===== config.mk =====
export PLATFORM = sky130hd
export DESIGN_NAME = seg7_scan_display
export DESIGN_NICKNAME = d
export VERILOG_FILES = /design/src/rtl/seg7_pkg.sv /design/src/rtl/seg7_hex_decoder.sv /design/src/rtl/seg7_scan_display.sv
export SDC_FILE = /design/constraint.sdc
export NUM_CORES = 1
export LEC_CHECK = 0
export BUFFER_PORTS_ARGS = -buffer_cell sky130_fd_sc_hd__buf_4
export CORE_MARGIN = 2
export CORE_UTILIZATION = 45
export CTS_BUF_LIST = sky130_fd_sc_hd__clkbuf_4 sky130_fd_sc_hd__clkbuf_8 sky130_fd_sc_hd__clkbuf_16
export CTS_CLUSTER_SIZE = 8
export DETAILED_ROUTE_END_ITERATION = 10
export PLACE_DENSITY = 0.67
export SYNTH_ARGS = -nofsm -noshare
export SYNTH_HDL_FRONTEND = slang
export SYNTH_SLANG_ARGS = --single-unit
export TNS_END_PERCENT = 1

===== constraint.sdc =====
create_clock -name SEG_clk -period 2.7 [get_ports SEG_clk]
set_input_delay 0.135 -clock SEG_clk [delete_from_list [all_inputs] [get_ports SEG_clk]]
set_output_delay 0.135 -clock SEG_clk [all_outputs]
set_load 0.01 [all_outputs]

===== src/rtl/seg7_pkg.sv =====
// Shared constants and hex decode table for the 7-segment scan display.
// Contents: SEG_OFF (all segments dark), HEX_SEG_TABLE (active-low
// {dp,g,f,e,d,c,b,a} patterns for 0..F), hex_to_seg() lookup function.
package seg7_pkg;

    localparam logic [7:0] SEG_OFF = 8'hFF;

    // Entry n holds the cathode pattern for hex digit n; dp (bit 7) is always off.
    localparam logic [15:0][7:0] HEX_SEG_TABLE = {
        8'h8E, 8'h86, 8'hA1, 8'hC6, 8'h83, 8'h88, 8'h90, 8'h80,
        8'hF8, 8'h82, 8'h92, 8'h99, 8'hB0, 8'hA4, 8'hF9, 8'hC0
    };

    function automatic logic [7:0] hex_to_seg(input logic [3:0] nibble);
        return HEX_SEG_TABLE[nibble];
    endfunction

endpackage


===== src/rtl/seg7_hex_decoder.sv =====
// Combinational nibble to 7-segment cathode decoder (active-low, dp off).
// Ports:
//   nibble - 4-bit hex value to display
//   seg_c  - {dp,g,f,e,d,c,b,a} cathode pattern, combinational
module seg7_hex_decoder
    import seg7_pkg::*;
(
    input  logic [3:0] nibble,
    output logic [7:0] seg_c
);

    assign seg_c = hex_to_seg(nibble);

endmodule


===== src/rtl/seg7_scan_display.sv =====
// Multiplexed common-anode 7-segment scanner for a 4*DIGITS-bit word.
// Loads land in a staging register and are committed to the displayed
// shadow word only at a frame boundary, so one scan never mixes two words.
// Optional macro SEG_LEADING_ZERO_BLANK_EN blanks digits above the most
// significant non-zero nibble (digit 0 is always shown).
// Ports:
//   SEG_clk      - clock, all logic on posedge
//   SEG_Reset_n  - synchronous active-low reset
//   SEG_Data     - word to display
//   SEG_Load     - one-cycle strobe capturing SEG_Data
//   SEG_Enable   - 1 = scanning, 0 = display dark and scan frozen
//   SEG_Pending  - staged data not yet committed
//   SEG_An       - active-low one-hot anode selects (digit 0 = LSB)
//   SEG_Cathode  - active-low {dp,g,f,e,d,c,b,a}
module seg7_scan_display
    import seg7_pkg::*;
#(
    parameter int unsigned CLK_DIV = 100000,
    parameter int unsigned DIGITS  = 8
) (
    input  logic                  SEG_clk,
    input  logic                  SEG_Reset_n,
    input  logic [4*DIGITS-1:0]   SEG_Data,
    input  logic                  SEG_Load,
    input  logic                  SEG_Enable,
    output logic                  SEG_Pending,
    output logic [DIGITS-1:0]     SEG_An,
    output logic [7:0]            SEG_Cathode
);

    localparam int unsigned CNT_W = (CLK_DIV > 1) ? $clog2(CLK_DIV) : 1;
    localparam int unsigned IDX_W = (DIGITS > 1) ? $clog2(DIGITS) : 1;
    localparam logic [CNT_W-1:0] CNT_MAX = CNT_W'(CLK_DIV - 1);
    localparam logic [IDX_W-1:0] IDX_MAX = IDX_W'(DIGITS - 1);

    logic [CNT_W-1:0]      count;
    logic [IDX_W-1:0]      idx;
    logic [DIGITS-1:0][3:0] staging;
    logic [DIGITS-1:0][3:0] shadow;
    logic                  tick;
    logic                  boundary;
    logic [3:0]            cur_nibble;
    logic [7:0]            cur_seg_c;
    logic                  blank;

    assign tick       = SEG_Enable && (count == CNT_MAX);
    assign boundary   = tick && (idx == IDX_MAX);
    assign cur_nibble = shadow[idx];

    seg7_hex_decoder u_dec (
        .nibble (cur_nibble),
        .seg_c  (cur_seg_c)
    );

`ifdef SEG_LEADING_ZERO_BLANK_EN
    // blank_mask[i] is set when nibbles i..DIGITS-1 are all zero (never for digit 0).
    logic [DIGITS-1:0] blank_mask;
    logic              seen_nonzero;

    always_comb begin
        blank_mask   = '0;
        seen_nonzero = 1'b0;
        for (int i = int'(DIGITS) - 1; i >= 1; i--) begin
            seen_nonzero  = seen_nonzero | (shadow[i] != 4'h0);
            blank_mask[i] = !seen_nonzero;
        end
    end

    assign blank = blank_mask[idx];
`else
    assign blank = 1'b0;
`endif

    // Prescaler and digit index; both freeze while disabled.
    always_ff @(posedge SEG_clk) begin
        if (!SEG_Reset_n) begin
            count <= '0;
            idx   <= '0;
        end else if (SEG_Enable) begin
            count <= tick ? '0 : count + CNT_W'(1);
            if (tick) begin
                idx <= (idx == IDX_MAX) ? '0 : idx + IDX_W'(1);
            end
        end
    end

    // Staging/shadow handshake; a load on the boundary or while dark bypasses staging.
    always_ff @(posedge SEG_clk) begin
        if (!SEG_Reset_n) begin
            staging     <= '0;
            shadow      <= '0;
            SEG_Pending <= 1'b0;
        end else if (!SEG_Enable) begin
            if (SEG_Load) begin
                staging     <= SEG_Data;
                shadow      <= SEG_Data;
                SEG_Pending <= 1'b0;
            end
        end else if (boundary) begin
            if (SEG_Load) begin
                staging <= SEG_Data;
                shadow  <= SEG_Data;
            end else if (SEG_Pending) begin
                shadow  <= staging;
            end
            SEG_Pending <= 1'b0;
        end else if (SEG_Load) begin
            staging     <= SEG_Data;
            SEG_Pending <= 1'b1;
        end
    end

    // Registered anode/cathode drive from the current index and shadow word.
    always_ff @(posedge SEG_clk) begin
        if (!SEG_Reset_n) begin
            SEG_An      <= '1;
            SEG_Cathode <= SEG_OFF;
        end else begin
            SEG_An      <= SEG_Enable ? ~(DIGITS'(1) << idx) : '1;
            SEG_Cathode <= (SEG_Enable && !blank) ? cur_seg_c : SEG_OFF;
        end
    end

endmodule


* After elaboration in Yosys (flattened, before gate mapping) *
Memory sizes are Yosys's and may differ from the RTL's. A register that Yosys moved wholly into a read port is not among the register bits.
Cells that the tools add are included.

storage, ports and cells
  bits in registers = 93
  ROM bits = 128
  bits of input ports = 36
  output and inout port bits = 17
  word-level logic and storage cells = 52
  memories = 1

operators by class
  $add $sub $neg = 2
  magnitude comparators = 1
  eq/ne operators = 4
  shift-type cells = 1
  multiplexer cells = 13
  bitwise logic cells = 1
  reductions and logical operators = 9

memories
  memory           words  bits a word  read ports  clocked after Yosys merged registers in  wr ports  RTL line        text
  (no name shown)  16     8            1           1                                        0         seg7_pkg.sv:15  return HEX_SEG_TABLE[nibble];

operators with widths
  cell                   number
  $mux 32                5
  $add 17x1->17 const B  1
  $eq 17x17->1 const B   1
  $mux 17                1
  $bmux 4 s3             1
  $not 8->8              1
  $shl 1x3->8 const A    1
  $reduce_and 2->1       3
  $lt 3x4->1 const B     1
  $mux 1                 4
  $mux 4                 1
  $reduce_bool 2->1      2
  $add 3x1->3 const B    1
  $eq 3x3->1 const B     1
  $mux 3                 1
  $ne 3x3->1 const B     1
  $reduce_and 3->1       1
  $logic_and 1x1->1      2
  $ne 2x1->1 const B     1
  $logic_not 1->1        1

* Logic depth before layout (Yosys ltp) *
  depth after elaboration = 5
  mapped depth = 9
  gate-level depth less buffers = 8

* By module *
A second synthesis with hierarchy kept.

second synthesis, totals
  cells, all modules = 500
  area total of the unflattened synthesis = 4,707.0 um2

modules (own cells, without submodules)
  module             instances  cells each  area an instance (um2)  sequential area each (um2)
  seg7_scan_display  1          466         4,420.5                 2,021.9
  seg7_hex_decoder   1          34          286.5                   0.0

* Worst setup path before layout *
OpenSTA, ideal clock, no wires.

  kind = register to register
  start = register idx[0]
  end = register SEG_Cathode[3]
  setup time = 0.134 ns
  data arrival time = 2.278 ns
  data required time = 2.566 ns
  path slack = 0.287 ns
  cell stages (with the launch flop) = 10
  path buffers = 1
  clock period less this slack = 2.413 ns
  cell sequence = dfxtp_1 buf_4 mux4_2 nand2_1 and2_1 inv_1 ha_1 and3_1 a2111oi_0 a31oi_1

on the way
  longest elaborated chain between the ends = 2

RTL lines
  item                          RTL line                 text
  from (decl)                   seg7_scan_display.sv:37  logic [IDX_W-1:0] idx;
  from (signal assigned)        seg7_scan_display.sv:82  idx <= (idx == IDX_MAX) ? '0 : idx + IDX_W'(1);
  $bmux 4 s3                    seg7_scan_display.sv:48  assign cur_nibble = shadow[idx];
  $mux 4 (not written as such)  seg7_scan_display.sv:48
  to (decl)                     seg7_scan_display.sv:28  output logic [7:0] SEG_Cathode

No other way between the ends. The select of a mux whose other input is x is not followed.
A chain may end at the register's enable or synchronous reset.

* Worst setup path after layout *
Same ends and word-level chain as after synthesis.

==> qor.csv <==
stage,metric,value,unit
setup_path,path_buf_inv,1,
synth,synth_area,0.00464,mm²
timing,timing.final.ws_setup,0.248,ns
place,post-dp-hpwl,6140,µm
clocking,worst_skew_pair.late_latency,0.37,ns
synth,ys_warn_count,0,
hold_path,type_of_the_tightest_min_delay_check,input pin to register,
synth,synth_nets,501,
timing,period_needed,2.45,ns
clocking,cts_resized,0,
detailed_routing,route.detailed.drc,0,
clocking,cts_sinks,100,
detailed_routing,drt_wl_total,8710,µm
power,totalPowerFinal,2860,µW
synth,syn_avg_cell_area,10.3,µm²
place,io_buffer_count,51,
global_routing,grtUsageTotal,16.5,%
setup_path,worst_reg2reg_path_depth,8,
die,starting_density,45.5,%
clocking,postCtsHoldBufs,0,
synth,synth_sequential_area_ratio,43.2,%
timing,max-slew-margin-rel,56.5,%
synth,ys_ff_latch,100,
synth,netlist_top_cells_area,"dfxtp_1 43%, mux2i_1 16%, o211a_1 7.1%",
global_routing,pin_count_of_the_biggest_net_entering_global_routing,65,
clocking,tritoncts_clock_tree,yes,
finish,post_route_cells_drive_above_1_share,17.7,%
power,int_pwr,2160,µW
global_routing,grt_pass1_vias,3168,
hold_path,min_path_cells,3,
global_routing,grt_antenna_before_repair,0,
timing,fin_crit_sh,90.8,%
power,pwr-share-seq,55.4,%
synth,netlist.area_leader.share,43.2,%
power,clock_power_share,33.1,%
die,rows,37,
timing,worst-slew-pin-transition,0.643,ns
die,num_io_pins,53,
synth,yosys.cell_types.count,42,
detailed_routing,via_count,3227,
die,die-area,0.0111,mm²
detailed_routing,drt-wirelength-per-cell,13.7,µm
setup_path,cp-start-kind,register,
global_routing,grt_first_pass_wirelength,14800,µm
flow_run,timing.max_cap.violations,0,
timing,rsz0062_at_grt,no,
setup_path,crit_path_max_delay_family,multiplexers,
timing,final.setup.tns,0,ns
timing,hold_viol_final,0,
power,p_leak,0.00262,µW
clocking,post-cts-setup-buffer-count,0,
setup_path,list_of_cells_traversed_by_the_critical_path,mux4_2 -> nand2_1 -> and2_1 -> inv_1 -> ha_1 -> and3_1 -> a2111oi_0 -> a31oi_1,
finish,num-nets-final,542,
hold_path,worst_min_delay_path_endpoint,staging[22],
power,power_per_cell_area,539,mW/mm²
detailed_routing,antenna_violating_nets_post_route,0,
synth,synth.most_common_cell,dfxtp_1,
clocking,cts_buffers,9,
place,preCtsSetupSlack,0.242,ns
status,outcome,finished clean,
setup_path,cpPeakStageDelay,0.57,ns
synth,syn_inst,452,
finish,fillers,958,
setup_path,crit_required,2.95,ns
timing,fmaxAchievable,0.408,GHz
synth,synth-edff-count,0,
setup_path,timing.rr.end,SEG_Cathode[3],
setup_path,worst_ep_arrival_time,2.70,ns
setup_path,worst-path-stages,8,
finish,diodes,0,
die,die_w,106,µm
synth,synth.largest_area_cell,dfxtp_1,
timing,report.final.slew_viol_count,0,
setup_path,timing_worst_setup_path_type,register to register,
setup_path,worst_path_max_delay_cell,mux4_2,
hold_path,min-delay-start,SEG_Data[22],
detailed_routing,avgViaCountPerCell,5.09,
clocking,clk_root_buffer_cell,clkbuf_8,
synth,async_reset_ff_share,0,%
global_routing,globalRouteOverflowTotal,0,
power,switching_share,24.6,%
detailed_routing,initialDrtViolationCount,118,
timing,final_setup_violation_count,0,
die,placeableCoreArea,0.0102,mm²
clocking,h-tree-depth,3,
power,combPwrFrac,11.5,%
power,net-switching-power,703,µW
power,worst_ir_drop_vdd,0.000377,V
place,gp_congestion,0.856,
setup_path,timing.critical_path.to_type,register,
detailed_routing,drt-pass1-iter-count,4,
setup_path,worst-path-max-fanout,7,
synth,synth_top_flop_cell,dfxtp_1,
die,chipHeight,106,µm
setup_path,regToRegSetupSlack,0.25,ns
synth,yosys-top-cells-count,"100 x dfxtp_1, 73 x mux2i_1, 51 x nand2_1",
setup_path,r2r-start,idx[0],
timing,skew,0.0140,ns
finish,syn_to_final_growth,14.3,%
clocking,cts_max_path_buffers,2,
clocking,worst_setup_hold_path_clk_slew,0.09,ns
worst min-delay path, cell delays in order:
cell and delay [ns]:
buf_4 0.08, mux2i_1 0.05, nor2b_1 0.09
cell type report:
type	count	area [µm²]	share of cell area [%]
inverter	9	33.8	0.637
clock inverter	6	65.1	1.23
multi-input combinational	313	2440	46.0
tap	136	170	3.21
sequential	100	2000	37.8
clock buffer	10	131	2.48
timing repair buffer	60	463	8.73
worst max path at each step:
stage,start,end
floorplan,idx[0],SEG_Cathode[3]
global placement,idx[0],SEG_Cathode[3]
detailed placement,idx[0],SEG_Cathode[3]
CTS,idx[0],SEG_Cathode[3]
global route,idx[0],SEG_Cathode[3]
finish,idx[0],SEG_Cathode[3]
state kept, by name, summed over array words and instances, names as in the netlist:
register and flops:
count 17, SEG_Cathode 7, SEG_Pending 1, staging 32, SEG_An 8, idx 3, shadow 32
layout by cell type (no fill, tap or decap), types with 2 or more instances in the layout:
master / synthesis / routed
nor4_1: 2 / 2
dfxtp_1: 100 / 100
nand3_1: 9 / 9
nor2_1: 21 / 21
a21oi_1: 5 / 5
and2_1: 6 / 6
o21ai_0: 3 / 3
a22o_1: 2 / 2
nand2_1: 51 / 51
inv_1: 9 / 9
mux2i_1: 73 / 73
a31oi_1: 3 / 3
nor3b_1: 2 / 2
nor3_1: 4 / 4
clkinv_4: 0 / 2
xnor2_1: 7 / 7
nand4_1: 4 / 4
o211a_1: 33 / 33
and3_1: 6 / 6
ha_1: 13 / 13
buf_4: 2 / 59
mux2_2: 3 / 3
xor2_1: 8 / 8
nor2b_1: 36 / 36
a22oi_1: 2 / 2
clkinv_2: 0 / 2
clkbuf_8: 0 / 9
mux4_2: 6 / 6
power by group through the flow:
stage / logic [µW] / clock network, µW / registers [µW]
2_1_floorplan: 231 / 0 / 1610
3_3_place_gp: 324 / 0 / 1620
3_5_place_dp: 333 / 0 / 1620
4_1_cts: 334 / 978 / 1580
5_1_grt: 367 / 1030 / 1590
6_report: 329 / 945 / 1580
logic make-up after synthesis:
| logic type | Yosys count | synth area share, % |
|---|---|---|
| AO/OA/AOI/OAI | 56 | 10.9 |
| adder cells (fa/ha/maj) | 13 | 3.51 |
| XOR/XNOR | 15 | 2.83 |
| buffers and inverters | 39 | 4.34 |
| AND/OR/NAND/NOR | 146 | 15.8 |
| flip-flops | 100 | 43.2 |
| other | 1 | 0.0809 |
| multiplexers | 82 | 19.4 |
metal layers:
layer  vias up  share of wire [%]  track usage [%]
met4         0                1.3             5.45
li1       1660                  -                -
met2        51                 47             27.3
met1      1508                 48             20.9
met5         -                  0                0
met3         8                3.8             4.27
metrics by stage:
step	cells	area, µm²	hold WS [ns]	utilization (%)
floorplan	452	4640	0.304	-
global placement	618	5100	0.404	50.1
detailed placement	618	5100	0.409	50.1
CTS	634	5300	0.0112	52.1
global route	634	5300	0.0170	52.1
finish	634	5300	0.0269	52.1
No activity file was read; power rests on OpenSTA's default activity.
